===== src/rtl/parking_pkg.sv =====
// Shared types and codes for the parking entry/exit controller.
package parking_pkg;

    typedef enum logic [2:0] {
        S_IDLE,
        S_ALLOC,
        S_RELEASE,
        S_FEEC,
        S_SHOW
    } state_t;

    localparam logic [2:0] ST_IDLE    = 3'd0;
    localparam logic [2:0] ST_ENTERED = 3'd1;
    localparam logic [2:0] ST_FULL    = 3'd2;
    localparam logic [2:0] ST_EXITED  = 3'd3;
    localparam logic [2:0] ST_ERR     = 3'd4;

    localparam logic [2:0] LOT1 = 3'd1;
    localparam logic [2:0] LOT2 = 3'd2;

    localparam logic [2:0] VIEW_ENTRY = 3'd0;
    localparam logic [2:0] VIEW_EXIT  = 3'd1;

    function automatic logic [3:0] popcnt8(input logic [7:0] v);
        logic [3:0] c;
        c = '0;
        for (int i = 0; i < 8; i++) c = c + {3'b000, v[i]};
        return c;
    endfunction

endpackage


===== src/rtl/parking_entry_ctrl_slot_finder.sv =====
// Lowest-zero priority encoder over N slot bits.
module slot_finder #(
    parameter int N = 8
) (
    input  logic [N-1:0] i_bits,
    output logic [2:0]   o_idx,
    output logic         o_found
);

    // Scan high to low so the lowest zero wins.
    always_comb begin
        o_idx   = 3'd0;
        o_found = 1'b0;
        for (int i = N - 1; i >= 0; i--) begin
            if (!i_bits[i]) begin
                o_idx   = 3'(i);
                o_found = 1'b1;
            end
        end
    end

endmodule


===== src/rtl/parking_entry_ctrl.sv =====
// Car entry/exit transactions: slot allocation, timestamping and
// exit fee computation for two lots.
module parking_entry_ctrl
    import parking_pkg::*;
#(
    parameter int CAPACITY    = 8,
    parameter int TICK_DIV    = 100_000_000,
    parameter int RATE        = 2,
    parameter int SHOW_CYCLES = 300_000_000,
    parameter int FEE_MAX     = 9999
) (
    input  logic        clk,
    input  logic        rst,
    input  logic [4:0]  bt_out,
    input  logic [2:0]  view,
    input  logic [2:0]  lot_sel,
    input  logic [15:0] key_out,
    output logic [2:0]  status,
    output logic [2:0]  slot_idx,
    output logic [1:0]  lot_out,
    output logic [13:0] fee,
    output logic [3:0]  free1,
    output logic [3:0]  free2,
    output logic        busy
);

    localparam int PW = (TICK_DIV > 1) ? $clog2(TICK_DIV) : 1;
    localparam int CW = (SHOW_CYCLES > 1) ? $clog2(SHOW_CYCLES) : 1;

    state_t              r_state, w_state_nx;
    logic [PW-1:0]       r_presc;
    logic [15:0]         r_now;
    logic                r_bt3_q, r_key_any_q;
    logic [CW-1:0]       r_cnt, w_cnt_nx;
    logic [CAPACITY-1:0] r_map1, r_map2, w_map1_nx, w_map2_nx;
    logic [15:0]         r_stamp [2][8];
    logic [15:0]         r_elapsed, w_elapsed_nx;
    logic [2:0]          r_lat_lot, w_lat_lot_nx;
    logic [7:0]          r_lat_key, w_lat_key_nx;
    logic [2:0]          r_status, w_status_nx;
    logic [2:0]          r_slot, w_slot_nx;
    logic [1:0]          r_lot, w_lot_nx;
    logic [13:0]         r_fee, w_fee_nx;
    logic [3:0]          r_free1, r_free2;
    logic                w_stamp_we;

    logic                w_key_any, w_ent_ev, w_ext_ev;
    logic                w_lot_ok, w_lsel;
    logic [CAPACITY-1:0] w_cur_map, w_alloc_oh, w_rel_oh;
    logic [2:0]          w_alloc_idx, w_rel_idx;
    logic                w_alloc_found, w_rel_found, w_rel_ok;
    logic [7:0]          w_key_n;
    logic [19:0]         w_prod;
    logic                w_unused;

    assign w_unused  = ^{bt_out[4], bt_out[1:0], key_out[15:8]};
    assign w_key_any = |key_out[7:0];
    assign w_ent_ev  = bt_out[3] & ~r_bt3_q;
    assign w_ext_ev  = w_key_any & ~r_key_any_q & bt_out[2];

    assign w_lsel    = (r_lat_lot == LOT2);
    assign w_lot_ok  = (r_lat_lot == LOT1) || (r_lat_lot == LOT2);
    assign w_cur_map = w_lsel ? r_map2 : r_map1;
    assign w_key_n   = ~r_lat_key;

    slot_finder #(.N(CAPACITY)) u_alloc (
        .i_bits  (w_cur_map),
        .o_idx   (w_alloc_idx),
        .o_found (w_alloc_found)
    );

    slot_finder #(.N(8)) u_rel (
        .i_bits  (w_key_n),
        .o_idx   (w_rel_idx),
        .o_found (w_rel_found)
    );

    // Shifting past CAPACITY yields zero, so out-of-range slots read as free.
    assign w_alloc_oh = CAPACITY'(1) << w_alloc_idx;
    assign w_rel_oh   = CAPACITY'(1) << w_rel_idx;
    assign w_rel_ok   = w_rel_found && w_lot_ok && (|(w_cur_map & w_rel_oh));
    assign w_prod     = 20'(r_elapsed) * 20'(RATE);

    always_comb begin
        w_state_nx   = r_state;
        w_cnt_nx     = r_cnt;
        w_map1_nx    = r_map1;
        w_map2_nx    = r_map2;
        w_elapsed_nx = r_elapsed;
        w_lat_lot_nx = r_lat_lot;
        w_lat_key_nx = r_lat_key;
        w_status_nx  = r_status;
        w_slot_nx    = r_slot;
        w_lot_nx     = r_lot;
        w_fee_nx     = r_fee;
        w_stamp_we   = 1'b0;
        unique case (r_state)
            S_IDLE: begin
                if (w_ent_ev && view == VIEW_ENTRY) begin
                    w_state_nx   = S_ALLOC;
                    w_lat_lot_nx = lot_sel;
                    w_lat_key_nx = key_out[7:0];
                end else if (w_ext_ev && view == VIEW_EXIT) begin
                    w_state_nx   = S_RELEASE;
                    w_lat_lot_nx = lot_sel;
                    w_lat_key_nx = key_out[7:0];
                end
            end
            S_ALLOC: begin
                w_state_nx = S_SHOW;
                w_cnt_nx   = '0;
                if (!w_lot_ok) begin
                    w_status_nx = ST_ERR;
                end else if (w_alloc_found) begin
                    if (w_lsel) w_map2_nx = r_map2 | w_alloc_oh;
                    else        w_map1_nx = r_map1 | w_alloc_oh;
                    w_stamp_we  = 1'b1;
                    w_slot_nx   = w_alloc_idx;
                    w_status_nx = ST_ENTERED;
                    w_lot_nx    = r_lat_lot[1:0];
                end else begin
                    w_status_nx = ST_FULL;
                    w_lot_nx    = r_lat_lot[1:0];
                end
            end
            S_RELEASE: begin
                if (w_rel_ok) begin
                    if (w_lsel) w_map2_nx = r_map2 & ~w_rel_oh;
                    else        w_map1_nx = r_map1 & ~w_rel_oh;
                    w_elapsed_nx = r_now - r_stamp[w_lsel][w_rel_idx];
                    w_state_nx   = S_FEEC;
                end else begin
                    w_status_nx = ST_ERR;
                    w_state_nx  = S_SHOW;
                    w_cnt_nx    = '0;
                end
            end
            S_FEEC: begin
                w_fee_nx    = (w_prod > 20'(FEE_MAX)) ? 14'(FEE_MAX)
                                                      : w_prod[13:0];
                w_status_nx = ST_EXITED;
                w_slot_nx   = w_rel_idx;
                w_lot_nx    = r_lat_lot[1:0];
                w_state_nx  = S_SHOW;
                w_cnt_nx    = '0;
            end
            S_SHOW: begin
                if (r_cnt == CW'(SHOW_CYCLES - 1)) begin
                    w_state_nx  = S_IDLE;
                    w_status_nx = ST_IDLE;
                end else begin
                    w_cnt_nx = r_cnt + 1'b1;
                end
            end
            default: w_state_nx = S_IDLE;
        endcase
    end

    always_ff @(posedge clk) begin
        if (rst) begin
            r_state     <= S_IDLE;
            r_presc     <= '0;
            r_now       <= '0;
            r_bt3_q     <= 1'b0;
            r_key_any_q <= 1'b0;
            r_cnt       <= '0;
            r_map1      <= '0;
            r_map2      <= '0;
            r_elapsed   <= '0;
            r_lat_lot   <= '0;
            r_lat_key   <= '0;
            r_status    <= ST_IDLE;
            r_slot      <= '0;
            r_lot       <= '0;
            r_fee       <= '0;
            r_free1     <= 4'(CAPACITY);
            r_free2     <= 4'(CAPACITY);
            for (int l = 0; l < 2; l++)
                for (int s = 0; s < 8; s++)
                    r_stamp[l][s] <= '0;
        end else begin
            if (r_presc == PW'(TICK_DIV - 1)) begin
                r_presc <= '0;
                r_now   <= r_now + 16'd1;
            end else begin
                r_presc <= r_presc + 1'b1;
            end
            r_bt3_q     <= bt_out[3];
            r_key_any_q <= w_key_any;
            r_state     <= w_state_nx;
            r_cnt       <= w_cnt_nx;
            r_map1      <= w_map1_nx;
            r_map2      <= w_map2_nx;
            r_elapsed   <= w_elapsed_nx;
            r_lat_lot   <= w_lat_lot_nx;
            r_lat_key   <= w_lat_key_nx;
            r_status    <= w_status_nx;
            r_slot      <= w_slot_nx;
            r_lot       <= w_lot_nx;
            r_fee       <= w_fee_nx;
            r_free1     <= 4'(CAPACITY) - popcnt8(8'(r_map1));
            r_free2     <= 4'(CAPACITY) - popcnt8(8'(r_map2));
            if (w_stamp_we) r_stamp[w_lsel][w_alloc_idx] <= r_now;
        end
    end

    assign status   = r_status;
    assign slot_idx = r_slot;
    assign lot_out  = r_lot;
    assign fee      = r_fee;
    assign free1    = r_free1;
    assign free2    = r_free2;
    assign busy     = (r_state != S_IDLE);

endmodule


===== config.mk =====
export PLATFORM = sky130hd
export DESIGN_NAME = parking_entry_ctrl
export DESIGN_NICKNAME = d
export VERILOG_FILES = /design/src/rtl/parking_pkg.sv /design/src/rtl/parking_entry_ctrl_slot_finder.sv /design/src/rtl/parking_entry_ctrl.sv
export SDC_FILE = /design/constraint.sdc
export NUM_CORES = 1
export LEC_CHECK = 0
export ABC_AREA = 1
export BUFFER_PORTS_ARGS = -buffer_cell sky130_fd_sc_hd__buf_2
export CAP_MARGIN = 40
export CORE_UTILIZATION = 44
export DETAILED_ROUTE_END_ITERATION = 7
export PLACE_DENSITY_LB_ADDON = 0.15
export SLEW_MARGIN = 20
export SYNTH_ARGS = -nofsm -noshare
export SYNTH_HDL_FRONTEND = slang
export SYNTH_HIERARCHICAL = 1
export SYNTH_SLANG_ARGS = --single-unit

===== constraint.sdc =====
create_clock -name clk -period 7.11 [get_ports clk]
set_input_delay 0.3555 -clock clk [delete_from_list [all_inputs] [get_ports clk]]
set_output_delay 0.3555 -clock clk [all_outputs]
set_load 0.03 [all_outputs]

==> reports/metrics.yaml, run 1 <==
die_y_um: 211
final-setup-viol-count: 0
hold_class: "in -> reg"
cellPowerDensity_mw_per_mm2: 273
async_flop_share: 0
gp_congestion: 0.891
yosysSeqAreaShare: 0.559
final_cells: 2781
io-pin-count: 60
setup.worst_path.class: "reg -> reg"
yosys-top-cells-area: "edfxtp_1 40%, dfxtp_1 16%, nor2_1 7.5%, nand2_1 6.3%, o21ai_0 3.8%"
synth_top_area_cell: "edfxtp_1"
worstHoldEndpoint: "r_lat_key[3]"
whs_ns: 0.0852
cts_buffers: 45
start_util: 0.445
drive_gt1_frac: 0.0874
seq_area_mm2: 0.0107
dpl.cell_count: 2691
via_per_inst: 5.35
synth_edf_count: 256
grtUsageMet2: 0.375
crit_path_max_fanout: 36
grt_start_max_net_pins: 73
cts_num_sinks: 406
reg2reg_from: "r_lat_key[6]"
synthTopCellsByCount: "384 x nor2_1, 319 x nand2_1, 256 x edfxtp_1"
multi_input_area_mm2: 0.00727
regToRegEndpoint: "r_elapsed[11]"
dp_hpwl_mm: 32.6
cts_root_buf: "clkbuf_16"
whs_path_depth: 3
finalWirelength_mm: 49.3
fin_skew_ns: 0.0228
nNetsFinal: 2225
grt.total_usage: 0.226
status: "completed"
cts_tree: "yes"
use_met1: 0.294
vias: 14900
startpoint_type: "flip-flop"
worst_slew_pin_slew_ns: 0.877
min_from: "key_out[3]"
fmax_mhz: 214
h-tree-depth: 2
cts_buffer_depth: 3
yosysMostFrequentCell: "nor2_1"
finalHoldViolCount: 0
worstSetupEndpointType: "flip-flop"
reg2reg_depth: 19
rows: 76
synth_cells: 2134
n_antenna_cell: 0
first_pass_iters: 5
timing.setup.tns_ns: 0
ant_nets: 0
period_share: 0.658
postCtsSetupRepairBufs: 0
drt_iter0_drc: 1080
io_buffers: 48
synth_fp_nets: 2198
r2r_setup_slack_ns: 2.43
busiest_layer: "met2"
grt_use_met3: 0.0419
syn_avg_cell_area_um2: 8.96
synth_top_area_frac: 0.402
antenna_found_initial: 0
gr-total-overflow: 0
ys.flop_type: "edfxtp_1"
critPathArrivalTime_ns: 5.15
area_growth_pct: 12.0
yosysWarningCount: 6
num-fill-cells: 4032
final_max_slew_viol_count: 0
max_cap_viol_count: 0
dieArea_mm2: 0.0443
power_leakage_nw: 7.93
syn-cell-area_mm2: 0.0191
power.total_mw: 5.85
wl_per_cell_um: 17.7
core_mm2: 0.0430
synth_cell_types: 49
postLayoutCoreUtil: 0.499
required_ns: 7.59
die_w_um: 211
ir_drop_v: 0.000261
rsz0062_at_grt: "no"
drcViolationCount: 0
first_global_vias: 14300
period_minus_slack_ns: 4.68
clk_pin_slew_ns: 0.06
ys_seq_elements: 406
clk_latency_ns: 0.59
maxSlewHeadroom: 0.413
grt_pass1_wl_mm: 78.5
==> layout by cell type, fill, tap and decap left out, types with 7 or more instances in the layout <==
master / instances
edfxtp_1: 256
ha_1: 26
inv_2: 7
dfxtp_1: 150
nor4_1: 7
nor3_1: 91
o21a_1: 9
o31ai_1: 15
clkinv_2: 8
o32ai_1: 15
inv_1: 174
nor2_1: 383
clkbuf_1: 11
o22ai_1: 60
nand2_1: 317
o21ai_0: 144
nand4_1: 23
or2_2: 10
buf_8: 8
buf_4: 23
a21oi_1: 125
a31oi_1: 11
fa_1: 9
buf_2: 49
xor2_1: 35
nand2_4: 8
nand3_1: 107
clkbuf_16: 45
==> area by class of cell <==
type / instances / share of cell area
multi-input cells: 1441 / 0.339
flip-flops and latches: 406 / 0.499
clock inverters: 22 / 0.0113
well taps: 585 / 0.0342
inverters: 182 / 0.0319
clock buffers: 60 / 0.0566
repair buffers: 85 / 0.0282
==> metrics by stage <==
step	instance area [um^2]	worst slack, ns
finish	21400	2.43
global route	21400	2.15
CTS	21300	2.49
detailed placement	19900	2.51
global placement	19800	2.44
floorplan	19100	3.59
==> cell families after synthesis <==
family                     count (synthesis)  share of synthesized area
AOI/OAI and AO/OA                        392                      0.115
buffers and inverters                    287                     0.0618
DFF                                      406                      0.559
xor gates and xnor gates                  40                     0.0183
and+or+nand+nor                          974                      0.219
adders and majority gates                 35                     0.0264
==> layer usage <==
layer,part of all wire,wire [um],up-vias
met5,0,0,-
met4,0.033,1620,0
met3,0.055,2730,91
met2,0.47,22900,386
met1,0.45,22000,7047
li1,-,-,7342
==> worst max-delay path by stage <==
stage / cells after the start / startpoint / to / slack [ns]
6_report: 19 / r_lat_key[6] / r_elapsed[11] / 2.43
4_1_cts: 18 / r_lat_key[6] / r_elapsed[11] / 2.49
2_1_floorplan: 16 / r_lat_lot[0] / r_stamp[1][0] / 3.59
3_3_place_gp: 20 / r_lat_key[6] / r_elapsed[11] / 2.44
5_1_grt: 18 / r_lat_key[6] / r_elapsed[11] / 2.15
3_5_place_dp: 19 / r_lat_key[6] / r_elapsed[11] / 2.51
==> flip-flops by register name (all words and copies together), names as in the netlist, 8 cells and up <==
| register | count |
|---|---|
| r_lat_key | 8 |
| fee | 14 |
| r_cnt | 29 |
| r_presc | 27 |
| r_elapsed | 16 |
| r_stamp | 256 |
| r_map1 | 8 |
| r_map2 | 8 |
| r_now | 16 |
==> power breakdown <==
group          internal (mW)  leakage (nW)  switching (mW)
registers               2.56          3.85          0.0228
clock network           1.35         0.718           0.965
logic                  0.273          3.36           0.669
==> critical path, cell delays in order (launching register included) <==
cell,delay (ns)
dfxtp_1,0.31
inv_1,0.05
nand2_1,0.09
nand3_1,0.08
a31oi_1,0.51
nand2_2,0.65
buf_4,0.47
o21ai_0,0.19
nor3_1,0.10
o32ai_1,0.70
ha_1,0.41
nand2_1,0.09
inv_1,0.04
nand2_1,0.06
nand2_1,0.13
a21oi_1,0.24
o21ai_0,0.14
nand2_1,0.08
nor3b_1,0.17
nor2_1,0.05
==> what timing repair did <==
item	CTS	global route
hold endpoints to repair	1	0
hold buffers	1	0
resized for setup	0	0
No activity file was read; power rests on OpenSTA's default activity.
==> run 2: changes to the inputs <==
Clock period 7.11 ns to 4.61 ns, I/O delays scaled along.
==> run 2 against run 1 <==
  * Core utilization increased by 0.55 points
  * Setup slack got worse by 2.0 ns
  * Non-clock buffer count increased by 33
  * Critical path type unchanged
  * Critical endpoint unchanged
  * Largest cell class unchanged
  * Highest routed layer unchanged
==> reports/metrics.yaml, run 2 (synthesis gave the netlist of run 1 again) <==
finalInstanceArea_mm2: 0.0217
period_share: 0.900
setup.worst_path.class: "reg -> reg"
dieArea_mm2: 0.0443
cts_buffers: 45
gp_congestion: 0.899
crit_top_cell: "nand2_1"
ir_drop_v: 0.000382
grt.total_usage: 0.228
slowest_stage: "inv_2"
ant_nets: 0
timing.setup.tns_ns: 0
final_max_slew_viol_count: 0
required_ns: 5.07
vias: 15100
clk_pin_slew_ns: 0.06
finalHoldViolCount: 0
maxSlewHeadroom: 0.478
area_growth_pct: 13.3
first_pass_iters: 5
critPathMaxStageDelay_ns: 0.46
dpl_cell_area_mm2: 0.0201
pre_cts_slack_ns: 0.520
die_y_um: 211
reg2reg_depth: 23
drcViolationCount: 0
grt_pass1_wl_mm: 79.2
cts_root_buf: "clkbuf_16"
period_minus_slack_ns: 4.15
cts_num_sinks: 406
cts_tree: "yes"
status: "completed"
fin_skew_ns: 0.0146
clk_latency_ns: 0.59
final_common_cell: "nor2_1"
worst_slew_pin_slew_ns: 0.778
layout_common_cells: "383 x nor2_1, 317 x nand2_1, 256 x edfxtp_1"
nNetsFinal: 2258
first_global_vias: 14300
hold_class: "in -> reg"
n_antenna_cell: 0
cellPowerDensity_mw_per_mm2: 413
gr-total-overflow: 0
via_per_inst: 5.36
power_leakage_nw: 8.07
largest_register_ff_count: 256
rsz0062_at_grt: "no"
die_w_um: 211
io-pin-count: 60
io_buffers: 48
whs_path_depth: 3
drive_gt1_frac: 0.0964
worstSetupEndpointType: "flip-flop"
largest_register: "r_stamp"
reg.largest.list: "r_stamp (256), r_cnt (29), r_presc (27)"
cts_resized: 0
crit_path_max_fanout: 28
rows: 76
critPathArrivalTime_ns: 4.61
antenna_found_initial: 0
startpoint_type: "flip-flop"
cts_buffer_depth: 3
fmax_mhz: 241
finalWorstSetupSlack_ns: 0.462
dp_hpwl_mm: 33.3
final-setup-viol-count: 0
crit_chain: "inv_1, inv_1, nand2_1, nand2_1, nand2_1, nand2_1, nand2_1, a21oi_2, nor2_1, inv_2, buf_12, o22ai_1, nor3_1, o32ai_1, buf_4, ha_1, a21oi_1, o21ai_0, a21oi_1, o21ai_0, nand2_1, nor3b_1, nor2_1"
drt_iter0_drc: 1052
wl_per_cell_um: 17.8
core_mm2: 0.0430
max_cap_viol_count: 0
grt_start_max_net_pins: 74
h-tree-depth: 2
finalWirelength_mm: 50.1
start_util: 0.445
==> run 2: changes by cell type in the layout (fill, tap and decap cells not counted), sizes merged <==
cell / before / now
bufinv: 4 / 1
dlygate4sd3: 1 / 12
clkinvlp: 0 / 2
clkinv: 17 / 18
buf: 83 / 106
==> run 2: path summary, 6_finish.rpt <==
| kind | startpoint | to | slack [ns] |
|---|---|---|---|
| max reg2reg | r_lat_key[7] | r_elapsed[11] | 0.46 |
| min reg2reg | r_presc[0] | r_presc[0] | 0.45 |
| min | rst | free2[0] | 0.05 |
| max | r_lat_key[7] | r_elapsed[11] | 0.46 |
==> run 2: cell type report <==
class | instances | area (um^2)
tap | 585 | 732
clock inverter | 22 | 164
inverter | 182 | 683
clock buffer | 61 | 1260
multi-input combinational | 1441 | 7270
fill | 4026 | 21300
timing repair buffer | 118 | 877
sequential | 406 | 10700
==> run 2: what timing repair did <==
action,CTS,global route
hold endpoints to repair,13,0
setup buffers,0,0
hold buffers,12,0
==> run 2: per-layer routing <==
layer / wire length (um) / share of wire / GRT usage
met5: 0 / 0 / 0
met4: 1260 / 0.025 / 0.0775
met3: 2550 / 0.051 / 0.0299
met2: 23300 / 0.46 / 0.374
met1: 23000 / 0.46 / 0.312
==> run 2: stage by stage <==
stage / total power, mW / instances / util / hold slack (ns)
2_1_floorplan: 5.01 / 2134 / - / 0.355
3_3_place_gp: 5.54 / 2717 / 0.467 / 0.424
3_5_place_dp: 5.56 / 2718 / 0.467 / 0.438
4_1_cts: 9.03 / 2813 / 0.503 / 0.112
5_1_grt: 9.32 / 2815 / 0.504 / 0.0658
6_report: 8.96 / 2815 / 0.504 / 0.0494
==> run 2: report_power, final <==
group	switching [mW]	internal, mW	leakage [nW]
registers	0.0366	3.95	3.85
clock network	1.48	1.98	0.699
logic	1.03	0.474	3.52
total	2.55	6.41	8.07
==> run 2: worst max-delay path, delay by kind of cell (launching register included) <==
| family | cells | cell delay (ns) |
|---|---|---|
| buf+inv | 5 | 1.04 |
| simple gates | 10 | 1.00 |
| flops | 1 | 0.31 |
| compound gates | 7 | 1.28 |
| fa+ha+maj | 1 | 0.34 |
==> run 3: changes to the inputs <==
Settings changed: CORE_UTILIZATION 44 to 37.
==> run 3 against run 2 <==
  * Global-route usage down 3.4 points
  * Setup slack better by 0.26 ns
  * Combinational power up 3%
  * Sequential share of layout area down 0.53 points
  * Largest cell class unchanged
==> reports/metrics.yaml, run 3 (synthesis gave the netlist of run 1 again) <==
status: "completed"
drive_gt1_frac: 0.0995
via_per_inst: 5.19
gr-total-overflow: 0
multi_input_area_mm2: 0.00727
antenna_found_initial: 0
num-fill-cells: 4899
dieArea_mm2: 0.0526
worst_slew_pin_slew_ns: 0.794
drt_iter0_drc: 1175
postCtsSetupRepairBufs: 0
cts_root_buf: "clkbuf_16"
start_util: 0.378
h-tree-depth: 2
ant_nets: 0
setup.worst_path.class: "reg -> reg"
timing.setup.tns_ns: 0
clk_latency_ns: 0.58
finalWirelength_mm: 51.6
core_mm2: 0.0506
cp_top_family: "compound AO/OA/AOI/OAI gates"
wl_per_cell_um: 17.7
period_minus_slack_ns: 3.89
nNetsFinal: 2269
drcViolationCount: 0
cts_buffers: 45
startpoint_type: "flip-flop"
area_growth_pct: 14.5
reg2reg_from: "r_lat_key[7]"
grt_pass1_wl_mm: 80.9
worstHoldEndpoint: "free2[0]"
dpl_cell_area_mm2: 0.0203
first_pass_iters: 5
path_buf_inv: 4
clk_pin_slew_ns: 0.07
io_buffers: 48
crit_chain: "inv_1, inv_1, nand2_1, nand2_1, nand2_1, nand2_1, nand2_1, a21oi_2, nand2_2, buf_12, buf_4, o21ai_0, o31ai_1, o32ai_1, ha_1, a21oi_1, o21ai_0, a21oi_1, o21ai_0, nand2_1, nor3b_1, nor2_1"
startpoint: "r_lat_key[7]"
critPathArrivalTime_ns: 4.35
largest_register_ff_count: 256
power_leakage_nw: 8.12
hold_class: "in -> reg"
cts_resized: 0
reg2reg_depth: 22
io-pin-count: 60
critPathMaxStageDelay_ns: 0.41
layout_common_cells: "383 x nor2_1, 317 x nand2_1, 256 x edfxtp_1"
rsz0062_at_grt: "no"
grt_start_max_net_pins: 74
die_w_um: 229
gp_congestion: 0.868
finalHoldViolCount: 0
r2r_setup_slack_ns: 0.72
final-setup-viol-count: 0
required_ns: 5.08
period_share: 0.843
cts_tree: "yes"
fmax_mhz: 257
rows: 82
whs_path_depth: 3
grt.total_usage: 0.194
finalInstanceArea_mm2: 0.0219
final_max_slew_viol_count: 0
cts_buffer_depth: 3
largest_register: "r_stamp"
regToRegEndpoint: "r_elapsed[11]"
cellPowerDensity_mw_per_mm2: 414
ir_drop_v: 0.000326
max_cap_viol_count: 0
cts_num_sinks: 406
min_from: "rst"
maxSlewHeadroom: 0.469
die_y_um: 229
crit_top_cell: "nand2_1"
reg.largest.list: "r_stamp (256), r_cnt (29), r_presc (27)"
worstSetupEndpointType: "flip-flop"
vias: 15100
slowest_stage: "ha_1"
first_global_vias: 14200
final_common_cell: "nor2_1"
seq_area_mm2: 0.0107
crit_path_max_fanout: 17
fin_skew_ns: 0.0142
n_antenna_cell: 0
dp_hpwl_mm: 34.6
==> run 3: changes by cell type in the layout (fill, tap and decap cells not counted), sizes merged <==
cell,delta
clkinvlp,+5
bufinv,+2
inv,-1
buf,+11
clkbuf,-6
clkinv,+1
==> run 3: through the flow <==
step                hold slack (ns)  total power, mW  utilization  std cells  setup slack, ns
floorplan                     0.355             5.01            -       2134             1.09
global placement              0.426             5.60        0.401       2815            0.693
detailed placement            0.434             5.61        0.401       2816            0.695
CTS                          0.0862             9.15        0.432       2912            0.691
global route                 0.0615             9.45        0.433       2914            0.407
finish                       0.0527             9.06        0.433       2914            0.723
==> run 3: timing repair <==
| item | 4_1_cts | 5_1_grt |
|---|---|---|
| hold endpoints to repair | 13 | 0 |
| setup endpoints to repair | 0 | 0 |
| hold buffers | 12 | 0 |
==> run 3: power breakdown <==
part | internal, mW | switching, mW | total, mW
Sequential | 3.95 | 0.0358 | 3.99
Clock | 2.00 | 1.52 | 3.51
Combinational | 0.504 | 1.05 | 1.56
==> run 3: layout make-up <==
class                   instances  share of cell area
clock buffers                  55              0.0536
clock inverters                29              0.0123
inverters                     182              0.0312
multi-input cells            1441               0.332
flip-flops and latches        406               0.488
well taps                     672              0.0384
repair buffers                129              0.0448
==> run 3: worst max-delay path by stage <==
stage	endpoint	slack (ns)	depth (start not counted)
after global routing	r_elapsed[11]	0.41	22
after floorplan	r_stamp[1][0]	1.09	16
after detailed placement	r_elapsed[11]	0.69	22
after CTS	r_elapsed[11]	0.69	19
after global placement	r_elapsed[11]	0.69	22
final	r_elapsed[11]	0.72	22
==> run 3: metal layers <==
metal	vias to the layer above	GRT usage	part of all wire
li1	7430	-	-
met1	7291	0.276	0.48
met2	345	0.310	0.46
met3	65	0.0258	0.043
met4	0	0.0525	0.020
met5	-	0	0
==> run 3: tightest hold or removal path: stages <==
cell and delay (ns):
buf_2 0.10, buf_4 0.20, nor2_1 0.06
